[src/rtl/ex_hazard_ctrl.sv]
// EX-side pipeline sequencer: redirect flushes, load-use bubbles and multi-cycle op holds.
// Optional performance counters are built only when EX_HAZARD_PERF_EN is defined.
module ex_hazard_ctrl #(
  parameter int MC_LATENCY = 4
) (
  input  logic        clk,
  input  logic        rst,
  input  logic [4:0]  ifidrs,
  input  logic [4:0]  ifidrt,
  input  logic        idexmemread,
  input  logic [4:0]  idexrd,
  input  logic        idexmc,
  input  logic        exbranch,
  input  logic        idexjump,
  input  logic        idexjr,
  output logic        pcwrite,
  output logic        ifidwrite,
  output logic        ifidflush,
  output logic        idexflush,
  output logic        idexhold,
  output logic        exmbubble,
  output logic        mcbusy,
  output logic [15:0] stall_cnt,
  output logic [15:0] flush_cnt
);

  typedef enum logic {S_RUN, S_MCBUSY} state_t;

  // Entry cycle and release cycle bracket the held cycles, hence the -2.
  localparam logic [3:0] MC_LOAD = 4'(MC_LATENCY - 2);

  state_t     r_state, w_state_nxt;
  logic [3:0] r_mc_cnt, w_mc_cnt_nxt;
  logic       w_redirect, w_loaduse;

  assign w_redirect = exbranch | idexjump | idexjr;
  assign w_loaduse  = idexmemread && (idexrd != 5'd0) &&
                      ((idexrd == ifidrs) || (idexrd == ifidrt));

  always_comb begin
    pcwrite      = 1'b1;
    ifidwrite    = 1'b1;
    ifidflush    = 1'b0;
    idexflush    = 1'b0;
    idexhold     = 1'b0;
    exmbubble    = 1'b0;
    mcbusy       = 1'b0;
    w_state_nxt  = r_state;
    w_mc_cnt_nxt = r_mc_cnt;
    if (!rst) begin
      case (r_state)
        S_RUN: begin
          if (w_redirect) begin
            ifidflush = 1'b1;
            idexflush = 1'b1;
          end else if (idexmc) begin
            pcwrite      = 1'b0;
            ifidwrite    = 1'b0;
            idexhold     = 1'b1;
            exmbubble    = 1'b1;
            w_state_nxt  = S_MCBUSY;
            w_mc_cnt_nxt = MC_LOAD;
          end else if (w_loaduse) begin
            pcwrite   = 1'b0;
            ifidwrite = 1'b0;
            idexflush = 1'b1;
          end
        end
        S_MCBUSY: begin
          mcbusy = 1'b1;
          if (r_mc_cnt != 4'd0) begin
            pcwrite      = 1'b0;
            ifidwrite    = 1'b0;
            idexhold     = 1'b1;
            exmbubble    = 1'b1;
            w_mc_cnt_nxt = r_mc_cnt - 4'd1;
          end else begin
            w_state_nxt = S_RUN;
          end
        end
        default: w_state_nxt = S_RUN;
      endcase
    end
  end

  always_ff @(posedge clk) begin
    if (rst) begin
      r_state  <= S_RUN;
      r_mc_cnt <= 4'd0;
    end else begin
      r_state  <= w_state_nxt;
      r_mc_cnt <= w_mc_cnt_nxt;
    end
  end

`ifdef EX_HAZARD_PERF_EN
  logic [15:0] r_stall_cnt, r_flush_cnt;
  logic        w_flush_evt;

  assign w_flush_evt = (r_state == S_RUN) && w_redirect && !rst;

  // Counters saturate rather than wrap so long runs stay meaningful.
  always_ff @(posedge clk) begin
    if (rst) begin
      r_stall_cnt <= 16'h0000;
      r_flush_cnt <= 16'h0000;
    end else begin
      if (!pcwrite && (r_stall_cnt != 16'hFFFF))
        r_stall_cnt <= r_stall_cnt + 16'd1;
      if (w_flush_evt && (r_flush_cnt != 16'hFFFF))
        r_flush_cnt <= r_flush_cnt + 16'd1;
    end
  end

  assign stall_cnt = r_stall_cnt;
  assign flush_cnt = r_flush_cnt;
`else
  assign stall_cnt = 16'h0000;
  assign flush_cnt = 16'h0000;
`endif

endmodule
[config.mk]
export PLATFORM = sky130hd
export DESIGN_NAME = ex_hazard_ctrl
export DESIGN_NICKNAME = d
export VERILOG_FILES = /design/src/rtl/ex_hazard_ctrl.sv
export SDC_FILE = /design/constraint.sdc
export NUM_CORES = 1
export LEC_CHECK = 0
export BUFFER_PORTS_ARGS = -buffer_cell sky130_fd_sc_hd__buf_4
export CAP_MARGIN = 20
export CORE_MARGIN = 5
export CORE_UTILIZATION = 37
export CTS_CLUSTER_DIAMETER = 150
export CTS_CLUSTER_SIZE = 40
export DETAILED_ROUTE_END_ITERATION = 8
export PLACE_DENSITY = 0.82
export SLEW_MARGIN = 40
export SYNTH_ARGS = -nofsm -noshare
export SYNTH_HDL_FRONTEND = slang
export SYNTH_SLANG_ARGS = --single-unit
[constraint.sdc]
create_clock -name clk -period 1.7 [get_ports clk]
set_clock_uncertainty 0.1 [all_clocks]
set_input_delay 0.085 -clock clk [delete_from_list [all_inputs] [get_ports clk]]
set_output_delay 0.085 -clock clk [all_outputs]
set_load 0.005 [all_outputs]
# ---- After elaboration in Yosys (flattened, before gate mapping)
# Cells that the tools add are included.
dict set report word_totals {
  reg_bits 5
  latch_bits 0
  ramBits 0
  mem_bits_ro 0
  inputBits 22
  word_cells 42
  n_memories 0
}
dict set report op_classes {
  addsub 1
  multipliers 0
  div_mod_pow 0
  order_cmp 0
  eq_ne 5
  shifts 0
  muxes 25
  n_bitwise 3
  n_reduce_logical 6
}
# operator n
set ops {}
lappend ops {{$mux W1} 19}
lappend ops {{$mux W4} 3}
lappend ops {{$eq A5 B5 Y1} 2}
lappend ops {{$pmux W4 S2} 1}
lappend ops {{$reduce_bool A5 Y1} 1}
lappend ops {{$ne A2 B2 Y1 const B} 2}
lappend ops {{$pmux W1 S2} 2}
lappend ops {{$reduce_bool A4 Y1} 1}
lappend ops {{$sub A4 B1 Y4 const B} 1}
lappend ops {{$reduce_and A3 Y1} 1}
lappend ops {{$logic_and A1 B1 Y1} 2}
lappend ops {{$ne A2 B1 Y1 const B} 1}
lappend ops {{$or A1 B1 Y1} 2}
lappend ops {{$logic_or A1 B1 Y1} 1}
lappend ops {{$not A1 Y1} 1}

# ---- Longest topological paths before layout
# Gate-level depths: netlist of run 1.
dict set report logic_depth {
  depth_word 8
  ltp_mapped 6
}

# ---- Worst setup path after synthesis of run 1
# OpenSTA, ideal clock, no wires.
dict set report synth_timing {
  path_kind {reg2out}
  start {register r_mc_cnt[0]}
  end {output pcwrite}
  t_arrival_ns 1.416
  required_time_ns 1.515
  path_slack_ns 0.099
  path_stages_with_launch 7
  path_cell_list {dfxtp_1 > inv_1 > ha_1 > and4bb_1 > nor3_1 > a21oi_1 > buf_4}
}
dict set report synth_via {
  elab_chain_cells 4
}
# element line
set synth_rtl {}
lappend synth_rtl {{start: declaration} 33} ;# logic [3:0] r_mc_cnt, w_mc_cnt_nxt;
lappend synth_rtl {{start signal: assignment} 92} ;# r_mc_cnt <= w_mc_cnt_nxt;
lappend synth_rtl {{$reduce_bool A4 Y1} 71} ;# if (r_mc_cnt != 4'd0) begin
lappend synth_rtl {{$mux W1} n/a}
lappend synth_rtl {{$pmux W1 S2} n/a}
lappend synth_rtl {{$mux W1} n/a}
lappend synth_rtl {{end: declaration} 16} ;# output logic pcwrite,
# No other way between the ends.

# ---- Final worst setup path of run 1
dict set report layout_timing {
  start {register r_mc_cnt[1]}
  end {output pcwrite}
}
dict set report layout_via {
  elab_chain_cells 4
}
# element line
set layout_rtl {}
lappend layout_rtl {{$reduce_bool A4 Y1} 71}
lappend layout_rtl {{$mux W1} 71}
lappend layout_rtl {{$pmux W1 S2} 51} ;# case (r_state)
lappend layout_rtl {{$mux W1} 50} ;# if (!rst) begin
# No other way between the ends.

==> results of run 1 <==
state kept, by name, summed over array words and instances, names as in the netlist:
| register | count |
|---|---|
| r_state | 1 |
| r_mc_cnt | 4 |
worst max-delay path by stage:
| stage | slack [ns] | startpoint | to |
|---|---|---|---|
| 2_1_floorplan | 0.1 | r_mc_cnt[0] | pcwrite |
| 3_3_place_gp | 0.13 | r_mc_cnt[0] | ifidwrite |
| 3_5_place_dp | 0.02 | r_mc_cnt[0] | pcwrite |
| 4_1_cts | -0.05 | r_mc_cnt[1] | pcwrite |
| 5_1_grt | -0.06 | r_mc_cnt[1] | ifidwrite |
| 6_report | 0.03 | r_mc_cnt[1] | pcwrite |
cell families (layout without fill, tap and decap cells):
group                      Yosys count  after routing  synth area share, %
adders and majority gates            2              2                 3.59
muxes                                1              1                 1.44
DFF                                  5              5                 14.4
and+or+nand+nor                     20             20                 17.2
other                                1             32                0.538
buffers and inverters               38             45                 39.9
AOI/OAI and AO/OA                   11             11                 10.4
xor gates and xnor gates            10             10                 12.6
worst min-delay path, cell delays in order:
cell and delay [ns]:
buf_4 0.08, nor4b_1 0.05, nor2_1 0.18, nor3_4 0.08
synth_stat cells (all sizes together):
cell,number
nand3,2
nand2,3
a221oi,1
or4,1
conb,1
o22ai,1
nor3,3
nor2,2
o31a,1
and4bb,1
nand3b,1
nor2b,3
buf,36
xnor2,10
o21bai,1
ha,2
o21ai,3
inv,2
a21o,1
dfxtp,5
mux2i,1
nor4b,2
a21oi,3
nor4,2
per-stage QoR:
| step | util [%] | worst slack, ns | cells | area [um2] | TNS, ns |
|---|---|---|---|---|---|
| finish | 54.0 | 0.0348 | 151 | 953 | 0 |
| global route | 54.0 | -0.0555 | 151 | 953 | -0.111 |
| CTS | 51.2 | -0.0457 | 149 | 903 | -0.0908 |
| detailed placement | 44.5 | 0.0216 | 136 | 785 | 0 |
| global placement | 44.5 | 0.127 | 136 | 785 | 0 |
| floorplan | - | 0.0991 | 119 | 813 | 0 |
layer usage:
metal | wire, um | share of wire, % | GRT usage (%) | vias to the layer above
met5 | 0 | 0 | 0 | -
met4 | 0 | 0 | 3.40 | 0
met3 | 160 | 9.0 | 5.35 | 0
met2 | 991 | 56 | 24.3 | 30
met1 | 625 | 35 | 13.0 | 282
li1 | - | - | - | 307
power by group:
group	internal (W)	switching (W)	total, W
combinational	0.0000952	0.0000796	0.000175
sequential	0.000124	0.00000580	0.000130
clock	0.0000888	0.0000499	0.000139
final cells by class:
class                   instances  area share, %
clock buffers                   4           2.76
flip-flops and latches          5           10.8
repair buffers                 39           31.0
well taps                      25           3.28
inverters                       2          0.787
multi-input cells              76           51.4
what timing repair did:
item	CTS	global route
gates cloned	0	0
setup endpoints to repair	4	4
resized for setup	9	5
pin swaps	4	3
endpoints found under the hold margin	4	0
hold buffers	1	0
setup buffers	8	2
==> flow_summary.json, run 1 <==
{
  "root_buffer": "clkbuf_4",
  "grt_start_max_net_pins": 10,
  "ys_seq_area_share_pct": 14.4,
  "io_buffers": 28,
  "path_max_fanout": 4,
  "drive_above_1_share_pct": 42.1,
  "grt_overflow": 0,
  "cp.arrival_ns": 1.48,
  "clk_pin_slew_ns": 0.05,
  "worst-path-buf-inv": 2,
  "synth_cells": 88,
  "drc": 0,
  "routedWlPerCell_um": 11.8,
  "vias": 619,
  "multi_input_area_um2": 490,
  "fmax_mhz": 601,
  "num_antenna_cells": 0,
  "power_density_nw_per_um2": 465,
  "antenna_found_initial": 0,
  "grt_usage_pct": 13.0,
  "rsz0062_at_grt": "true",
  "crit_type": "flip-flop to output port",
  "viasPerCell": 4.10,
  "period_minus_slack_ns": 1.67,
  "fin_nets": 151,
  "p_leak_nw": 0.447,
  "dieArea_um2": 2850,
  "ys_seq_elements": 5,
  "cts_buffers": 3,
  "ir_worst_vdd_v": 0.000347,
  "initial_utilization_pct": 39.5,
  "grt_pass1_vias": 631,
  "netlist.area_leader.share_pct": 38.8,
  "final_common_cell": "buf_4",
  "clk_latency_ns": 0.24,
  "cts_tree": "built",
  "rows": 15,
  "status": "finished, final reports clean",
  "drtAntennaViolNets": 0,
  "cts.sinks": 5,
  "final_cell_mix": "38 x buf_4, 32 x conb_1, 10 x xnor2_1",
  "die_y_um": 53.4,
  "cp_top_family": "simple AND/OR/NAND/NOR gates",
  "r2r_slack_ns": 0.09,
  "worstHoldStart": "idexjump",
  "drtIter0Drc": 8,
  "seqCellArea_um2": 103,
  "ys_types": 25,
  "routabilityCongestion": 0.845,
  "reg2reg_from": "r_mc_cnt[0]",
  "cp_num_cells": 6,
  "hold_depth": 4,
  "htree_levels": 1,
  "hold_end": "r_state",
  "synth.cell_area_um2": 697,
  "grt_pass1_wl_um": 2670,
  "hold_path_class": "input port to flip-flop",
  "critPathLaunchType": "flip-flop",
  "finalHoldViolCount": 0,
  "fp.dieW_um": 53.4,
  "drt_wl_total_um": 1780,
  "finalSetupViolCount": 0,
  "yosys_warnings": 0,
  "syn_to_final_growth_pct": 36.8,
  "holdWs_ns": 0.192,
  "maxCapViolCount": 0,
  "synth_area_leaders": "buf_4 39%, dfxtp_1 14%, xnor2_1 13%, ha_1 3.6%, nor2b_1 2.7%",
  "avgSynthCellArea_um2": 7.92,
  "cpMaxStageDelayCell": "dfxtp_2",
  "ios": 61,
  "cts_buffer_depth": 2,
  "finalMaxSlewViolations": 0,
  "fin_crit_sh_pct": 98.0,
  "slowest_delay_ns": 0.34,
  "r2r_cells": 8,
  "worstPathCellList": "inv_2 > ha_2 > and4bb_4 > nor4b_4 > a21oi_2 > buf_4",
  "num-fill-cells": 171,
  "synth_area_leader_cell": "buf_4",
  "crit_path_end_kind": "output port",
  "cp.required_ns": 1.51,
  "place_hpwl_um": 1320,
  "r2r-end": "r_mc_cnt[1]",
  "core_um2": 1760,
  "drt_pass1_iterations": 4,
  "finalPower_w": 0.000443
}
(Power assumes the default switching activity.)
==> run 2, diff against run 1 <==
- PLACE_DENSITY: 0.82 -> 0.89
==> flow_summary.json, run 2 (same netlist as run 1, synthesis figures left out) <==
{
  "path_max_fanout": 4,
  "multi_input_area_um2": 482,
  "routedWlPerCell_um": 12.8,
  "drtIter0Drc": 6,
  "comb_power_share_pct": 38.3,
  "drtAntennaViolNets": 0,
  "clkPwrFrac_pct": 31.8,
  "top_regs": "r_mc_cnt: 4 flops, r_state: 1 flops",
  "critPathLaunchType": "flip-flop",
  "finalSetupViolCount": 0,
  "num_antenna_cells": 0,
  "syn_to_final_growth_pct": 30.2,
  "cts_buffers": 3,
  "finalHoldViolCount": 0,
  "cts_buffer_depth": 2,
  "status": "finished, final reports clean",
  "drt_wl_total_um": 1860,
  "rows": 15,
  "cpMaxStageDelayCell": "dfxtp_2",
  "power_density_nw_per_um2": 477,
  "ir_worst_vdd_v": 0.000489,
  "core_um2": 1760,
  "dieArea_um2": 2850,
  "regMostFlops": "r_mc_cnt",
  "grt_pass1_vias": 607,
  "layout_setup_ws_ns": 0.0316,
  "drt_pass1_iterations": 4,
  "viasPerCell": 4.20,
  "crit_type": "flip-flop to output port",
  "rsz0062_at_grt": "true",
  "clk_pin_slew_ns": 0.05,
  "slowest_delay_ns": 0.34,
  "finalMaxSlewViolations": 0,
  "largest_reg_flops": 4,
  "ios": 61,
  "maxCapViolCount": 0,
  "place_hpwl_um": 1470,
  "holdWs_ns": 0.297,
  "fp.dieW_um": 53.4,
  "num-fill-cells": 166,
  "cts_tree": "built",
  "swShare_pct": 31.0,
  "initial_utilization_pct": 39.5,
  "p_leak_nw": 0.425,
  "crit_path_end_kind": "output port",
  "fin_crit_sh_pct": 98.1,
  "sequentialPowerShare_pct": 29.9,
  "vias": 613,
  "grt_usage_pct": 12.7,
  "clk_latency_ns": 0.24,
  "fin_nets": 146,
  "fmax_mhz": 599,
  "io_buffers": 28,
  "final_common_cell": "buf_4",
  "cts.sinks": 5,
  "final_cell_mix": "33 x buf_4, 32 x conb_1, 10 x xnor2_1",
  "drc": 0,
  "antenna_found_initial": 0,
  "worstPathCellList": "inv_2 > ha_4 > and4bb_4 > nor4b_4 > a21oi_2 > buf_4",
  "grt_pass1_wl_um": 2530,
  "cp.arrival_ns": 1.48,
  "grt_overflow": 0,
  "grt_start_max_net_pins": 10,
  "htree_levels": 1,
  "die_y_um": 53.4,
  "dp_slack_ns": 0.0877,
  "cp.required_ns": 1.51,
  "period_minus_slack_ns": 1.67,
  "seqCellArea_um2": 103,
  "p_int_w": 0.000298,
  "hold_path_class": "input port to flip-flop",
  "routabilityCongestion": 0.853,
  "drive_above_1_share_pct": 38.0,
  "root_buffer": "clkbuf_4",
  "p_sw_w": 0.000134
}
## run 2: cell count changes in the layout (fill, tap and decap cells not counted), sizes merged
| cell | delta |
|---|---|
| buf | -5 |
## run 2: metal layers
layer | track usage, % | share of wire [%] | vias up
met5 | 0 | 0 | -
met4 | 10.2 | 4.3 | 0
met3 | 2.82 | 7.2 | 10
met2 | 23.1 | 55 | 34
met1 | 11.8 | 33 | 273
li1 | - | - | 296
## run 2: final timing paths
check	from	end	slack, ns	depth (start not counted)
setup / recovery	r_mc_cnt[0]	pcwrite	0.03	6
hold / removal	idexjump	r_state	0.30	5
setup reg to reg	r_mc_cnt[0]	r_mc_cnt[1]	0.15	5
hold reg to reg	r_mc_cnt[3]	r_mc_cnt[3]	0.40	2
## run 2: what timing repair did
action / in CTS / in global routing
hold endpoints to repair: 4 / 0
setup endpoints to repair: 4 / 4
buffers inserted: 4 / 0
pin swaps: 3 / 1
gates resized for setup: 8 / 5
hold buffers: 1 / 0
## run 2: critical path: cells and delay by family (launching register included)
family / cells / cell delay [ns]
buffers and inverters: 2 / 0.20
adder cells (fa/ha/maj): 1 / 0.15
flip-flops: 1 / 0.34
AND/OR/NAND/NOR: 2 / 0.46
AO/OA/AOI/OAI: 1 / 0.09
## run 2: cell type report
class / instances / share of cell area [%]
inverters: 2 / 0.828
flip-flops and latches: 5 / 11.3
repair buffers: 34 / 28.4
multi-input cells: 76 / 53.1
well taps: 25 / 3.45
clock buffers: 4 / 2.90
## run 2: power groups by stage
stage	Clock, W	Combinational, W	Sequential (W)
finish	0.000138	0.000166	0.000129
global route	0.000157	0.000182	0.000130
CTS	0.000142	0.000152	0.000129
detailed placement	0	0.000140	0.000131
global placement	0	0.000134	0.000130
floorplan	0	0.000131	0.000128
## run 2: metrics by stage
step                std cells  area, um2  TNS (ns)  utilization (%)  power, W
floorplan                 119        813         0                -  0.000259
global placement          137        792         0             44.9  0.000264
detailed placement        137        792         0             44.9  0.000271
CTS                       146        875    -0.109             49.6  0.000423
global route              146        907   -0.0634             51.4  0.000469
finish                    146        907         0             51.4  0.000432
